**src/rtl/fp_pkg.sv**
```systemverilog
// Shared types and constants for the floating-point round/pack back end.
package fp_pkg;

    // IEEE 754 rounding directions as encoded on the rounding-mode input.
    typedef enum logic [2:0] {
        RND_RNE = 3'b000,
        RND_RTZ = 3'b001,
        RND_RDN = 3'b010,
        RND_RUP = 3'b011,
        RND_RMM = 3'b100
    } rnd_mode_e;

    localparam logic [7:0]  FP32_EXP_MAX    = 8'hFF;
    localparam logic [30:0] FP32_MAX_FINITE = 31'h7F7FFFFF;
    localparam logic [30:0] FP32_INF_MAG    = 31'h7F800000;

    // Bit positions inside the 4-bit exception flag vector {NV, OF, UF, NX}.
    localparam int FLAG_NV = 3;
    localparam int FLAG_OF = 2;
    localparam int FLAG_UF = 1;
    localparam int FLAG_NX = 0;

    // Everything stage 2 needs to finish rounding and packing one beat.
    typedef struct packed {
        logic        sign;
        logic [7:0]  exp;
        logic [23:0] mant;
        logic        inc;
        logic        nx;
        logic [2:0]  mode;
        logic        special;
        logic [31:0] special_val;
        logic        nv;
    } round_stage_t;

    // Unused encodings fall back to round-to-nearest-even.
    function automatic rnd_mode_e decode_mode(input logic [2:0] mode);
        rnd_mode_e m;
        case (mode)
            3'b001:  m = RND_RTZ;
            3'b010:  m = RND_RDN;
            3'b011:  m = RND_RUP;
            3'b100:  m = RND_RMM;
            default: m = RND_RNE;
        endcase
        return m;
    endfunction

endpackage

```
**src/rtl/fp_round_decide.sv**
```systemverilog
// Combinational rounding decision: from the mantissa LSB and the guard,
// round and sticky bits, decide whether to increment and whether the
// result is inexact. Kept separate so other datapaths can reuse it.
module fp_round_decide
    import fp_pkg::*;
(
    input  logic       sign,
    input  logic [3:0] round_bits,   // {lsb, G, R, S}
    input  logic [2:0] rnd_mode,
    output logic       inc,
    output logic       nx
);

    logic lsb;
    logic g_bit;
    logic r_bit;
    logic s_bit;

    assign lsb   = round_bits[3];
    assign g_bit = round_bits[2];
    assign r_bit = round_bits[1];
    assign s_bit = round_bits[0];

    // Pick the increment rule for the requested rounding direction.
    always_comb begin
        nx  = g_bit | r_bit | s_bit;
        inc = 1'b0;
        case (decode_mode(rnd_mode))
            RND_RTZ: inc = 1'b0;
            RND_RDN: inc = nx & sign;
            RND_RUP: inc = nx & ~sign;
            RND_RMM: inc = g_bit;
            default: inc = g_bit & (r_bit | s_bit | lsb);
        endcase
    end

endmodule

```
**src/rtl/fp_round_pack.sv**
```systemverilog
// Round and pack back end of the FP add/sub datapath. Stage 1 decides the
// rounding increment and inexactness, stage 2 applies it, handles carry-out,
// subnormal promotion and overflow, and registers the packed binary32 word
// plus exception flags. Two-stage valid/ready pipeline, one beat per cycle.
module fp_round_pack
    import fp_pkg::*;
#(
    parameter int EXP_W = 8,
    parameter int MAN_W = 23
) (
    input  logic                   clk,
    input  logic                   rst_n,
    input  logic                   in_valid,
    output logic                   in_ready,
    input  logic                   in_sign,
    input  logic [EXP_W-1:0]       in_exponent,
    input  logic [MAN_W+3:0]       in_mant_ext,
    input  logic [2:0]             in_rnd_mode,
    input  logic                   in_special,
    input  logic [EXP_W+MAN_W:0]   in_special_val,
    input  logic                   in_nv,
    output logic                   out_valid,
    input  logic                   out_ready,
    output logic [EXP_W+MAN_W:0]   out_result,
    output logic [3:0]             out_flags
);

    round_stage_t               s1_reg;
    round_stage_t               s1_next;
    logic                       s1_valid_reg;
    logic                       s2_valid_reg;
    logic [EXP_W+MAN_W:0]       out_result_reg;
    logic [3:0]                 out_flags_reg;

    logic                       s2_load;
    logic                       dec_inc;
    logic                       dec_nx;

    logic [MAN_W+1:0]           sum;
    logic [EXP_W:0]             exp_final;
    logic [MAN_W-1:0]           frac_final;
    logic                       ovf;
    logic                       is_zero;
    logic [30:0]                ovf_mag;
    logic [EXP_W+MAN_W:0]       result_next;
    logic [3:0]                 flags_next;

    // Stage 2 may refill whenever its output is empty or being taken;
    // stage 1 may refill whenever it is empty or moving into stage 2.
    assign s2_load  = ~s2_valid_reg | out_ready;
    assign in_ready = ~s1_valid_reg | s2_load;

    fp_round_decide u_decide (
        .sign       (in_sign),
        .round_bits (in_mant_ext[3:0]),
        .rnd_mode   (in_rnd_mode),
        .inc        (dec_inc),
        .nx         (dec_nx)
    );

    // Collect the stage-1 payload from the input beat.
    always_comb begin
        s1_next             = '0;
        s1_next.sign        = in_sign;
        s1_next.exp         = in_exponent;
        s1_next.mant        = in_mant_ext[MAN_W+3:3];
        s1_next.inc         = dec_inc;
        s1_next.nx          = dec_nx;
        s1_next.mode        = decode_mode(in_rnd_mode);
        s1_next.special     = in_special;
        s1_next.special_val = in_special_val;
        s1_next.nv          = in_nv;
    end

    // Stage-1 register: accepts a new beat whenever in_ready is high.
    always_ff @(posedge clk or negedge rst_n) begin
        if (!rst_n) begin
            s1_valid_reg <= 1'b0;
            s1_reg       <= '0;
        end else if (in_ready) begin
            s1_valid_reg <= in_valid;
            if (in_valid) begin
                s1_reg <= s1_next;
            end
        end
    end

    // Apply the increment, fix up the exponent, and pack result and flags.
    always_comb begin
        sum         = {1'b0, s1_reg.mant} + {{(MAN_W+1){1'b0}}, s1_reg.inc};
        exp_final   = {1'b0, s1_reg.exp};
        frac_final  = sum[MAN_W-1:0];
        is_zero     = (s1_reg.mant == '0) && !s1_reg.nx;
        ovf_mag     = FP32_INF_MAG;
        result_next = '0;
        flags_next  = '0;

        if (sum[MAN_W+1]) begin
            // Mantissa rounded up to 2.0: renormalize to 1.0 with exp+1.
            exp_final  = exp_final + 1'b1;
            frac_final = '0;
        end else if (s1_reg.exp == '0 && sum[MAN_W]) begin
            // Largest subnormal rounded up into the smallest normal.
            exp_final = {{EXP_W{1'b0}}, 1'b1};
        end

        ovf = (exp_final >= {1'b0, FP32_EXP_MAX});

        case (decode_mode(s1_reg.mode))
            RND_RTZ: ovf_mag = FP32_MAX_FINITE;
            RND_RDN: ovf_mag = s1_reg.sign ? FP32_INF_MAG : FP32_MAX_FINITE;
            RND_RUP: ovf_mag = s1_reg.sign ? FP32_MAX_FINITE : FP32_INF_MAG;
            default: ovf_mag = FP32_INF_MAG;
        endcase

        flags_next[FLAG_NV] = s1_reg.nv;
        if (s1_reg.special) begin
            result_next = s1_reg.special_val;
        end else if (is_zero) begin
            result_next = {s1_reg.sign, {(EXP_W+MAN_W){1'b0}}};
        end else if (ovf) begin
            result_next         = {s1_reg.sign, ovf_mag};
            flags_next[FLAG_OF] = 1'b1;
            flags_next[FLAG_NX] = 1'b1;
        end else begin
            result_next         = {s1_reg.sign, exp_final[EXP_W-1:0], frac_final};
            flags_next[FLAG_NX] = s1_reg.nx;
            flags_next[FLAG_UF] = (exp_final == '0) && s1_reg.nx;
        end
    end

    // Stage-2 output register: holds steady while the consumer stalls.
    always_ff @(posedge clk or negedge rst_n) begin
        if (!rst_n) begin
            s2_valid_reg   <= 1'b0;
            out_result_reg <= '0;
            out_flags_reg  <= '0;
        end else if (s2_load) begin
            s2_valid_reg <= s1_valid_reg;
            if (s1_valid_reg) begin
                out_result_reg <= result_next;
                out_flags_reg  <= flags_next;
            end
        end
    end

    assign out_valid  = s2_valid_reg;
    assign out_result = out_result_reg;
    assign out_flags  = out_flags_reg;

endmodule
```
**config.mk**
```make
export PLATFORM = sky130hd
export DESIGN_NAME = fp_round_pack
export DESIGN_NICKNAME = d
export VERILOG_FILES = /design/src/rtl/fp_pkg.sv /design/src/rtl/fp_round_decide.sv /design/src/rtl/fp_round_pack.sv
export SDC_FILE = /design/constraint.sdc
export NUM_CORES = 1
export LEC_CHECK = 0
export CORE_MARGIN = 3
export CORE_UTILIZATION = 45
export CTS_BUF_LIST = sky130_fd_sc_hd__clkbuf_8
export DETAILED_ROUTE_END_ITERATION = 10
export GPL_TIMING_DRIVEN = 0
export HOLD_SLACK_MARGIN = 0.1
export PLACE_DENSITY = 0.8
export RECOVER_POWER = 100
export SLEW_MARGIN = 20
export SYNTH_ARGS = -nofsm -noshare
export SYNTH_HDL_FRONTEND = slang
export SYNTH_SLANG_ARGS = --single-unit
```
**constraint.sdc**
```tcl
create_clock -name clk -period 3.08 [get_ports clk]
set_input_delay 0.616 -clock clk [delete_from_list [all_inputs] [get_ports clk]]
set_output_delay 0.616 -clock clk [all_outputs]
set_load 0.01 [all_outputs]
```
======== Word level (Yosys, flattened, before mapping) ========
Index checks and enable logic that the tools add are counted.
word-level totals
  flip-flop bits (word level) ............. 110
  bits of input ports ..................... 77
  output and inout port bits .............. 38
  logic and storage cells ................. 69
cells by class
  add/sub/neg operators ................... 2
  order comparisons ....................... 1
  equality and inequality tests ........... 15
  mux-type cells .......................... 17
  bitwise operators ....................... 12
  reduce and logical (&&, ||, !) cells .... 9
operators with widths
  operator             number
  $pmux 24 s3          1
  $mux 31              2
  $mux 24              2
  $mux 32              1
  $add 24x1->25        1
  $eq 3x2->1 const B   8
  $logic_not 24->1     1
  $pmux 3 s4           2
  $mux 23              1
  $eq 3x1->1 const B   4
  $add 8x1->9 const B  1
  $eq 3x3->1 const B   3
  $ge 9x8->1 const B   1
  $logic_not 9->1      1
  $mux 9               1
  $logic_not 8->1      1
  $mux 8               1
  $mux 3               2
  $or 1x1->1           6
  $pmux 1 s4           1
  $reduce_and 2->1     2
  $and 1x1->1          3
  $logic_and 1x1->1    3
  $mux 1               3
  2 further kinds      4

======== Depth between registers and ports, before layout ========
Gate-level depths: netlist (run 1).
  depth in word-level cells ............... 9
  gate-level depth with buffers ........... 12
  depth with buffers taken out ............ 10

======== By module ========
Synthesis (run 1) repeated with hierarchy kept, for this count alone.
second synthesis, totals
  cells, all modules ...................... 535
  area total of the unflattened synthesis .. 5571.6 um^2
by module, submodules not included
  module           instances  cells an instance  area each (um^2)  sequential area each (um^2)
  fp_round_pack    1          526                5505.3            2752.6
  fp_round_decide  1          9                  66.3              0.0

======== Least setup slack after synthesis (run 1) ========
Ideal clock, no wire load.
  kind .................................... register to register
  from .................................... reg s1_reg[63] in the netlist's numbering
  to ...................................... reg out_result_reg[0], in the netlist out_result[0]
  library setup time ...................... 126 ps
  data arrival time ....................... 2531 ps
  data required time ...................... 2954 ps
  setup slack ............................. 422 ps
  cell stages (with the launch flop) ...... 9
  buffers on the path ..................... 1
  clock period less this slack ............ 2658 ps
  cells stage by stage .................... dfrtp_1 > ha_1 > or4b_1 > a211oi_1 > nor2_1 > o41ai_4 > a21o_4 > buf_6 > o22ai_1
between the ends
  cells in the longest elaborated chain, start to end .. 8
  elaborated cells between the ends (all ways) .. 9
  classes of those cells .................. add/sub: 1; order compare: 1; mux: 5; reduce/logical: 2
RTL lines
  element                                                              line                  text
  from (decl)                                                          fp_round_pack.sv:28   round_stage_t s1_reg;
  from (signal assigned)                                               fp_round_pack.sv:83   s1_reg <= s1_next;
  parallel branches: the longest is 3 deep, another holds $add 8x1->9  n/a
  $mux 9 (*)                                                           fp_round_pack.sv:98   if (sum[MAN_W+1]) begin
  $ge 9x8->1 (*)                                                       fp_round_pack.sv:107  ovf = (exp_final >= {1'b0, FP32_EXP_MAX});
  $mux 31 (*)                                                          fp_round_pack.sv:121  end else if (ovf) begin
  $mux 31 (*)                                                          fp_round_pack.sv:119  end else if (is_zero) begin
  $mux 32 (*)                                                          fp_round_pack.sv:117  if (s1_reg.special) begin
  to (signal assigned)                                                 fp_round_pack.sv:141  out_result_reg <= result_next;
  to (decl)                                                            fp_round_pack.sv:32   logic [EXP_W+MAN_W:0] out_result_reg;
Every way passes the cells marked *.
A chain may end at the register's enable or synchronous reset.

======== Final worst setup path (run 1) ========
  from .................................... reg s1_reg[45] in the netlist's numbering
  to ...................................... reg out_result_reg[20], in the netlist out_result[20]
between the ends
  cells in the longest elaborated chain, start to end .. 8
  elaborated cells between the ends (all ways) .. 11
  classes of those cells .................. add/sub: 1; order compare: 1; mux: 6; reduce/logical: 3
RTL lines
  element            line                  text
  $add 24x1->25      fp_round_pack.sv:90   sum = {1'b0, s1_reg.mant} + {{(MAN_W+1){1'b0}}, s1_reg.inc};
  $logic_and 1x1->1  fp_round_pack.sv:102  end else if (s1_reg.exp == '0 && sum[MAN_W]) begin
  $mux 8             fp_round_pack.sv:102
  $mux 9             fp_round_pack.sv:98
  $ge 9x8->1         fp_round_pack.sv:107
  $mux 31            fp_round_pack.sv:121
  $mux 31 (*)        fp_round_pack.sv:119
  $mux 32 (*)        fp_round_pack.sv:117
Every way passes the cells marked *; elsewhere a longest branch is shown, timed or not.

==> results of run 1 <==
==> cell usage in the layout (no fill, tap or decap), types with 10 or more instances in the layout <==
cell / netlist / final
a21oi_1: 37 / 37
and3_1: 25 / 24
clkbuf_1: 21 / 26
clkbuf_8: 0 / 13
clkdlybuf4s50_1: 0 / 74
dfrtp_1: 110 / 110
dlygate4sd3_1: 0 / 40
mux2_2: 67 / 67
nand2_1: 35 / 35
nand3_1: 23 / 23
nand4_1: 10 / 10
nor2_1: 39 / 38
o21ai_0: 16 / 16
o21ai_1: 11 / 11
xnor2_1: 20 / 20
xor2_1: 10 / 10
==> power breakdown <==
part | total [W] | internal, W | switching [W]
combinational | 0.00111 | 0.000570 | 0.000535
clock | 0.000934 | 0.000462 | 0.000471
sequential | 0.00191 | 0.00170 | 0.000212
==> metrics by stage <==
step	hold slack (ns)	utilization	power, W	cell area, um2
3_3_place_gp	0.454	0.574	0.00303	6920
2_1_floorplan	0.320	-	0.00248	5570
5_1_grt	0.510	0.599	0.00416	7220
4_1_cts	0.488	0.595	0.00401	7180
6_report	0.478	0.599	0.00395	7220
3_5_place_dp	0.468	0.576	0.00308	6950
==> critical path, stage by stage, from the launching register on <==
cell      delay (ns)
dfrtp_1         0.51
nand4_2         0.29
nor3_2          0.52
nand4_1         0.17
a21oi_1         0.32
a221oi_4        0.10
o41ai_4         0.30
buf_4           0.21
a21o_4          0.18
buf_6           0.15
o22ai_1         0.10
==> layer usage <==
layer | vias up | part of all wire | global-route usage | wire (um)
met5 | - | 0 | 0 | 0
met4 | 0 | 0.019 | 0.0650 | 276
met3 | 28 | 0.078 | 0.0524 | 1140
met2 | 214 | 0.47 | 0.341 | 6830
met1 | 2252 | 0.44 | 0.299 | 6400
li1 | 2155 | - | - | -
==> cell families (layout without fill, tap and decap cells) <==
kind of cell               Yosys count  after routing  synth area share
AOI/OAI and AO/OA                   91             91             0.101
xor gates and xnor gates            30             30            0.0472
adders and majority gates            5              5            0.0108
buffers and inverters               38            171            0.0308
DFF                                110            110             0.494
muxes                               68             68             0.137
and+or+nand+nor                    184            184             0.179
==> final cells by class <==
| class | instances | area [um2] | share of cell area |
|---|---|---|---|
| tap | 168 | 210 | 0.0291 |
| timing repair buffer | 118 | 1190 | 0.164 |
| clock buffer | 13 | 179 | 0.0248 |
| clock inverter | 3 | 41.3 | 0.00572 |
| multi-input combinational | 378 | 2690 | 0.372 |
| sequential | 110 | 2750 | 0.381 |
| inverter | 3 | 11.3 | 0.00156 |
| buffer | 34 | 156 | 0.0216 |
==> path summary, 6_finish.rpt <==
check,start,to,slack [ns],cells after the start
max,s1_reg[45]$_DFFE_PN0P_,out_result[20]$_DFFE_PN0P_,0.12,10
min,out_flags[3]$_DFFE_PN0P_,out_flags[3]$_DFFE_PN0P_,0.48,2
max reg2reg,s1_reg[45]$_DFFE_PN0P_,out_result[20]$_DFFE_PN0P_,0.12,10
min reg2reg,out_flags[3]$_DFFE_PN0P_,out_flags[3]$_DFFE_PN0P_,0.48,2
max in group asynchronous,rst_n,s1_reg[41]$_DFFE_PN0P_,0.96,3
min in group asynchronous,rst_n,out_result[28]$_DFFE_PN0P_,1.07,2
==> timing repair <==
item,CTS,global route
hold endpoints to repair,23,0
buffers inserted,0,2
hold buffers,1,0
resized for setup,0,7
endpoints found under the setup margin,0,28
==> impl_metrics.csv, run 1 <==
group,metric,value,unit
synthesis,synth_enable_flop_cells,0,
cts,worst_skew_pair.late_latency,0.39,ns
global_routing,globalRouteTotalUtil,0.217,
global_routing,grt_antenna_before_repair,0,
power_and_ir_drop,max-vdd-ir-drop,0.302,mV
synthesis,syn_area_per_cell,10.6,um2
placed_design,portBuffers,114,
synthesis,synth_cell_type_count,54,
timing,fmax,338,MHz
die,row_count,40,
cts,h_tree_level_count,3,
cts,cts_bufs_inserted,9,
die,die_w,117,um
drt,route.detailed.vias_per_inst,5.62,
cts,cts.sink_count,110,
drt,drc_errors,0,
synthesis,leading_cell_types_by_count_after_synthesis,"110 x dfrtp_1, 67 x mux2_2, 39 x nor2_1",
synthesis,ys.flop_type,"dfrtp_1",
drt,wirelength,14.6,mm
status,outcome,"finished clean",
timing,finalMaxSlewViolations,0,
timing,report.final.setup_viol,0,
power_and_ir_drop,static_leakage,2.99,nW
job,maxCapViolCount,0,
synthesis,netlist_instances,526,
timing,max_slew_margin,0.0888,
synthesis,syn-cell-area,0.00557,mm2
hold_path,holdCritPathClass,"reg2reg",
global_routing,grt_start_max_net_pins,88,
cts,cts.root.buffer_cell,"clkbuf_8",
cts,cts.clk_slew.worst_paths,0.10,ns
cells_and_area,largest_reg_flops,71,
placed_design,routabilityCongestion,0.851,
die,ioPinCount,115,
cts,cts_max_path_buffers,2,
drt,via_count,4649,
synthesis,ys_ff_latch,110,
timing,timing.clock.skew,0.00858,ns
synthesis,synth.yosys.seq_area_share,0.494,
global_routing,grt_overflow,0,
cells_and_area,layoutNonFillerInstCount,827,
cts,cts_tree,"built",
placed_design,dp_cells,809,
cells_and_area,post_route_cells_drive_above_1_share,0.162,
synthesis,synth_top_cell_area_share,0.494,
timing,max_slew.worst_pin.slew,1.37,ns
synthesis,synth_area_leaders,"dfrtp_1 49%, mux2_2 14%, a21oi_1 3.3%",
setup_path,crit_path_max_fanout,10,
setup_path,cp_data_arrival_time,3.24,ns
drt,routedWlPerCell,17.7,um
setup_path,critical_path.startpoint_type,"flop",
synthesis,async_set_or_reset_flop_fraction_in_the_synthesized_netlist,1.00,
cells_and_area,insertedDiodeCount,0,
power_and_ir_drop,powerDensity,547,mW/mm2
placed_design,pre_cts_ws,0.0487,ns
die,total_die_area,0.0137,mm2
drt,drt.antenna.violating_nets,0,
synthesis,yosysWarnings,0,
die,initial_core_utilization,0.462,
cells_and_area,syn_to_final_growth,29.7,%
setup_path,timing.critical_path.required,3.36,ns
timing,final.setup.worst_slack,0.119,ns
die,chipHeight,117,um
cells_and_area,finalNetCount,735,
synthesis,yosysTopAreaCell,"dfrtp_1",
placed_design,dp_hpwl,11.3,mm
timing,period_minus_slack,2.96,ns
drt,number_of_drc_violations_after_detailed_routing_iteration_0,386,
timing,layout_worst_path_cycle_share,0.962,
synthesis,postSynthNetCount,607,
synthesis,synth.most_common_cell,"dfrtp_1",
timing,timing.setup.tns,0,ns
timing,hold_viol_final,0,
global_routing,number_of_global_route_vias_before_repair,4510,
cells_and_area,fillCellCount,994,
setup_path,worst-setup-path-type,"reg2reg",
drt,drt_pass1_iterations,5,
die,core_area,0.0121,mm2
setup_path,cp-end-kind,"flop",
global_routing,first_pass_grt_wire_length,23.1,mm
(Power assumes the default switching activity.)
==> run 2: changes to the inputs <==
--- a/config.mk
+++ b/config.mk
@@ -9,9 +9,10 @@
 export CORE_UTILIZATION = 45
 export CTS_BUF_LIST = sky130_fd_sc_hd__clkbuf_8
 export DETAILED_ROUTE_END_ITERATION = 10
+export DONT_BUFFER_PORTS = 1
 export GPL_TIMING_DRIVEN = 0
 export HOLD_SLACK_MARGIN = 0.1
-export PLACE_DENSITY = 0.8
+export PLACE_DENSITY = 0.68
 export RECOVER_POWER = 100
 export SLEW_MARGIN = 20
 export SYNTH_ARGS = -nofsm -noshare
==> impl_metrics.csv, run 2 (synthesized netlist as in run 1, its figures left out) <==
group,metric,value,unit
setup_path,timing.critical_path.mode_cell,"buf_4",
global_routing,first_pass_grt_wire_length,21.9,mm
power_and_ir_drop,max-vdd-ir-drop,0.327,mV
drt,drt.antenna.violating_nets,0,
power_and_ir_drop,powerDensity,624,mW/mm2
cts,h_tree_level_count,3,
global_routing,grt_overflow,0,
setup_path,cp-end-kind,"flop",
placed_design,dp_hpwl,10.8,mm
setup_path,crit_path_top_delay_cell,"dfrtp_1",
setup_path,timing.critical_path.required,3.34,ns
setup_path,critPathBufInv,3,
placed_design,portBuffers,0,
drt,routedWlPerCell,19.7,um
timing,report.final.setup_viol,0,
timing,hold_viol_final,110,
hold_path,holdCritPathClass,"in2async",
die,total_die_area,0.0137,mm2
timing,timing.clock.skew,0.0110,ns
placed_design,routabilityCongestion,0.915,
die,ioPinCount,115,
setup_path,cp_data_arrival_time,3.16,ns
cells_and_area,layoutNonFillerInstCount,714,
cells_and_area,layout_common_cells,"108 x dfrtp_1, 67 x mux2_2, 38 x nor2_1",
timing,layout_worst_path_cycle_share,0.940,
drt,via_count,4130,
job,maxCapViolCount,0,
setup_path,critical_path.startpoint_type,"flop",
timing,max_slew.worst_pin.slew,0.917,ns
cells_and_area,fillCellCount,1115,
cts,worst_skew_pair.late_latency,0.38,ns
power_and_ir_drop,static_leakage,2.55,nW
die,chipHeight,117,um
die,row_count,40,
cells_and_area,mostFrequentLayoutCell,"dfrtp_1",
global_routing,grt_antenna_before_repair,0,
setup_path,critPathMaxStageDelay,0.55,ns
cells_and_area,syn_to_final_growth,10.8,%
setup_path,crit_path_max_fanout,10,
setup_path,critical_path.top_delay_family,"simple AND/OR/NAND/NOR gates",
cells_and_area,finalNetCount,622,
placed_design,detailed_place.area,0.00578,mm2
cts,cts.clk_slew.worst_paths,0.09,ns
timing,fmax,345,MHz
cts,cts.sink_count,110,
status,outcome,"complete, but fails checks",
drt,wirelength,14.1,mm
global_routing,grt_start_max_net_pins,111,
die,initial_core_utilization,0.462,
cells_and_area,postLayoutCellArea,0.00617,mm2
drt,number_of_drc_violations_after_detailed_routing_iteration_0,241,
cts,cts_bufs_inserted,9,
timing,max_slew_margin,0.389,
drt,drc_errors,0,
status,violations,"hold timing",
cells_and_area,post_route_cells_drive_above_1_share,0.211,
drt,drt_pass1_iterations,4,
cts,cts_max_path_buffers,2,
drt,route.detailed.vias_per_inst,5.78,
placed_design,dp_cells,694,
global_routing,globalRouteTotalUtil,0.208,
die,die_w,117,um
setup_path,worst-setup-path-type,"reg2reg",
cts,cts_tree,"built",
timing,hold_slack,-0.0730,ns
cts,cts.root.buffer_cell,"clkbuf_8",
timing,finalMaxSlewViolations,0,
timing,period_minus_slack,2.90,ns
cells_and_area,insertedDiodeCount,0,
cells_and_area,largest_reg_flops,71,
global_routing,number_of_global_route_vias_before_repair,4120,
die,core_area,0.0121,mm2
setup_path,timing.critical_path.cells,"nand4_4 -> nor2_2 -> and4_1 -> buf_4 -> nand3_1 -> or3_1 -> o41ai_4 -> buf_4 -> a21o_4 -> buf_6 -> o22ai_1",
==> run 2: area by class of cell <==
class,count,area [um2],share of cell area
timing repair buffer,5,37.5,0.00608
clock buffer,11,151,0.0245
inverter,3,11.3,0.00182
sequential,110,2760,0.446
clock inverter,5,129,0.0209
buffer,34,156,0.0253
multi-input combinational,378,2720,0.441
tap,168,210,0.0341
==> run 2: what timing repair did <==
action / 4_1_cts / 5_1_grt
setup endpoints to repair: 10 / 28
gates resized for setup: 0 / 15
pin swaps: 1 / 2
setup buffers: 2 / 3
endpoints found under the hold margin: 110 / 110
==> run 2: path summary, 6_finish.rpt <==
path / start / endpoint / slack, ns / depth (start not counted)
min in group clk: in_valid / s1_valid_reg$_DFFE_PN0N_ / 0.35 / 1
hold reg to reg: s1_reg[35]$_DFFE_PN0P_ / s1_reg[35]$_DFFE_PN0P_ / 0.49 / 2
setup reg to reg: s1_reg[45]$_DFFE_PN0P_ / out_result[4]$_DFFE_PN0P_ / 0.18 / 11
max in group asynchronous: rst_n / s1_reg[71]$_DFFE_PN0P_ / 3.02 / 0
setup / recovery: s1_reg[45]$_DFFE_PN0P_ / out_result[4]$_DFFE_PN0P_ / 0.18 / 11
hold / removal: rst_n / out_result[25]$_DFFE_PN0P_ / -0.07 / 0
==> run 2: per-stage QoR <==
stage | TNS, ns | total power [W] | worst slack, ns | util
finish | 0 | 0.00385 | 0.184 | 0.512
detailed placement | -0.0582 | 0.00272 | -0.0127 | 0.479
CTS | 0 | 0.00386 | 0.0331 | 0.504
floorplan | 0 | 0.00248 | 0.422 | -
global placement | -0.0881 | 0.00268 | -0.0196 | 0.479
global route | -0.0316 | 0.00407 | -0.0152 | 0.512
==> run 2: report_power, final <==
part / leakage, nW / switching, W / internal, W
combinational: 1.11 / 0.000377 / 0.000331
clock: 0.140 / 0.000466 / 0.000667
sequential: 1.30 / 0.000304 / 0.00170
==> run 2: routing by layer <==
layer,share of wire,vias to the layer above,global-route usage,routed length (um)
li1,-,1930,-,-
met1,0.42,2036,0.269,5980
met2,0.46,149,0.322,6510
met3,0.097,15,0.0797,1370
met4,0.016,0,0.0688,231
met5,0,-,0,0
==> run 3: changes to the inputs <==
--- a/config.mk
+++ b/config.mk
@@ -5,6 +5,8 @@
 export SDC_FILE = /design/constraint.sdc
 export NUM_CORES = 1
 export LEC_CHECK = 0
+export CELL_PAD_IN_SITES_DETAIL_PLACEMENT = 1
+export CELL_PAD_IN_SITES_GLOBAL_PLACEMENT = 1
 export CORE_MARGIN = 3
 export CORE_UTILIZATION = 45
 export CTS_BUF_LIST = sky130_fd_sc_hd__clkbuf_8
@@ -12,7 +14,7 @@
 export DONT_BUFFER_PORTS = 1
 export GPL_TIMING_DRIVEN = 0
 export HOLD_SLACK_MARGIN = 0.1
-export PLACE_DENSITY = 0.68
+export PLACE_DENSITY = 0.82
 export RECOVER_POWER = 100
 export SLEW_MARGIN = 20
 export SYNTH_ARGS = -nofsm -noshare
==> impl_metrics.csv, run 3 (synthesized netlist as in run 1, its figures left out) <==
group,metric,value,unit
setup_path,cp-end-kind,"flop",
timing,timing.clock.skew,0.0105,ns
global_routing,grt_antenna_before_repair,1,
hold_path,holdCritPathClass,"in2async",
cells_and_area,post_route_cells_drive_above_1_share,0.204,
cts,cts_max_path_buffers,2,
drt,via_count,4196,
job,maxCapViolCount,0,
cts,cts_bufs_inserted,9,
die,core_area,0.0121,mm2
die,die_w,117,um
global_routing,first_pass_grt_wire_length,24.2,mm
cells_and_area,largest_reg_flops,71,
placed_design,routabilityCongestion,0.854,
global_routing,number_of_global_route_vias_before_repair,4452,
power_and_ir_drop,max-vdd-ir-drop,0.295,mV
status,violations,"hold timing",
cts,cts.clk_slew.worst_paths,0.10,ns
die,chipHeight,117,um
global_routing,globalRouteTotalUtil,0.232,
cells_and_area,syn_to_final_growth,8.85,%
timing,hold_slack,-0.0892,ns
timing,finalMaxSlewViolations,0,
timing,hold_viol_final,110,
die,total_die_area,0.0137,mm2
cts,cts.root.buffer_cell,"clkbuf_8",
setup_path,worst_reg2reg_path_depth,11,
cts,worst_skew_pair.late_latency,0.39,ns
timing,timing.setup.tns,0,ns
cells_and_area,mostFrequentLayoutCell,"dfrtp_1",
timing,period_minus_slack,2.93,ns
cts,cts.sink_count,110,
placed_design,dp_cells,694,
drt,routedWlPerCell,21.7,um
cells_and_area,layoutNonFillerInstCount,713,
status,outcome,"complete, but fails checks",
cells_and_area,finalNetCount,621,
cts,cts_tree,"built",
die,initial_core_utilization,0.462,
timing,report.final.setup_viol,0,
timing,fmax,342,MHz
setup_path,worst-setup-path-type,"reg2reg",
die,row_count,40,
timing,max_slew.worst_pin.slew,0.941,ns
timing,layout_worst_path_cycle_share,0.950,
drt,drt_pass1_iterations,4,
drt,number_of_drc_violations_after_detailed_routing_iteration_0,267,
global_routing,grt_overflow,0,
timing,max_slew_margin,0.373,
setup_path,crit_path_max_fanout,10,
cells_and_area,layout_common_cells,"109 x dfrtp_1, 67 x mux2_2, 38 x nor2_1",
power_and_ir_drop,static_leakage,2.51,nW
placed_design,portBuffers,0,
die,ioPinCount,115,
cts,h_tree_level_count,3,
drt,drc_errors,0,
cells_and_area,insertedDiodeCount,0,
drt,drt.antenna.violating_nets,0,
power_and_ir_drop,powerDensity,590,mW/mm2
drt,wirelength,15.5,mm
setup_path,critical_path.startpoint_type,"flop",
global_routing,grt_start_max_net_pins,111,
setup_path,timing.critical_path.required,3.36,ns
placed_design,dp_hpwl,11.8,mm
setup_path,cp_data_arrival_time,3.20,ns
drt,route.detailed.vias_per_inst,5.88,
[run 3: metal layers]
layer	vias to the layer above	part of all wire	GRT usage
li1	1920	-	-
met1	2122	0.42	0.289
met2	128	0.49	0.388
met3	24	0.076	0.0710
met4	2	0.018	0.0719
met5	-	0.00045	0
[run 3: power breakdown]
part           switching, W  internal (W)  leakage (nW)  total (W)
Combinational      0.000400      0.000329          1.11   0.000729
Sequential         0.000308       0.00170          1.30    0.00201
Clock              0.000482      0.000356        0.0996   0.000838
[run 3: worst paths after layout]
| path | start | end | slack, ns |
|---|---|---|---|
| max | s1_reg[45]$_DFFE_PN0P_ | out_result[0]$_DFFE_PN0P_ | 0.15 |
| min | rst_n | s1_reg[29]$_DFFE_PN0P_ | -0.09 |
| max reg2reg | s1_reg[45]$_DFFE_PN0P_ | out_result[0]$_DFFE_PN0P_ | 0.15 |
| min reg2reg | flags_next[3]$_DFFE_PN0P_ | out_flags[3]$_DFFE_PN0P_ | 0.49 |
| max in group asynchronous | rst_n | s1_reg[62]$_DFFE_PN0P_ | 2.94 |
| min in group clk | in_valid | s1_valid_reg$_DFFE_PN0N_ | 0.32 |
[run 3: stage by stage]
stage           util  hold slack, ns  area (um2)  setup slack, ns  total power [W]
2_1_floorplan      -           0.320        5570            0.422          0.00248
3_3_place_gp   0.479           0.324        5780           0.0119          0.00269
3_5_place_dp   0.479           0.324        5780          -0.0553          0.00275
4_1_cts        0.496          -0.114        5980           0.0266          0.00358
5_1_grt        0.503          -0.121        6060          -0.0734          0.00378
6_report       0.503         -0.0892        6060            0.154          0.00358
[run 3: cell type report]
cell class | instances | area [um2]
fillers | 1324 | 6000
flip-flops and latches | 110 | 2750
multi-input cells | 378 | 2710
well taps | 168 | 210
clock buffers | 12 | 165
plain buffers | 34 | 156
repair buffers | 4 | 30.0
clock inverters | 4 | 21.3
inverters | 3 | 11.3
[run 3: what timing repair did]
action                     CTS  global route
buffers inserted             2             2
pin swaps                    1             1
setup endpoints to repair   12            30
gates resized for setup      0            13
hold endpoints to repair   110           110
[run 3: worst max-delay path: stages (launching register included)]
cell,delay (ns)
dfrtp_1,0.51
nand4_2,0.30
nor2_2,0.32
and4_1,0.23
buf_4,0.16
nand3_1,0.15
or3_4,0.43
o41ai_4,0.07
buf_4,0.20
a21o_4,0.19
buf_6,0.16
o22ai_1,0.10
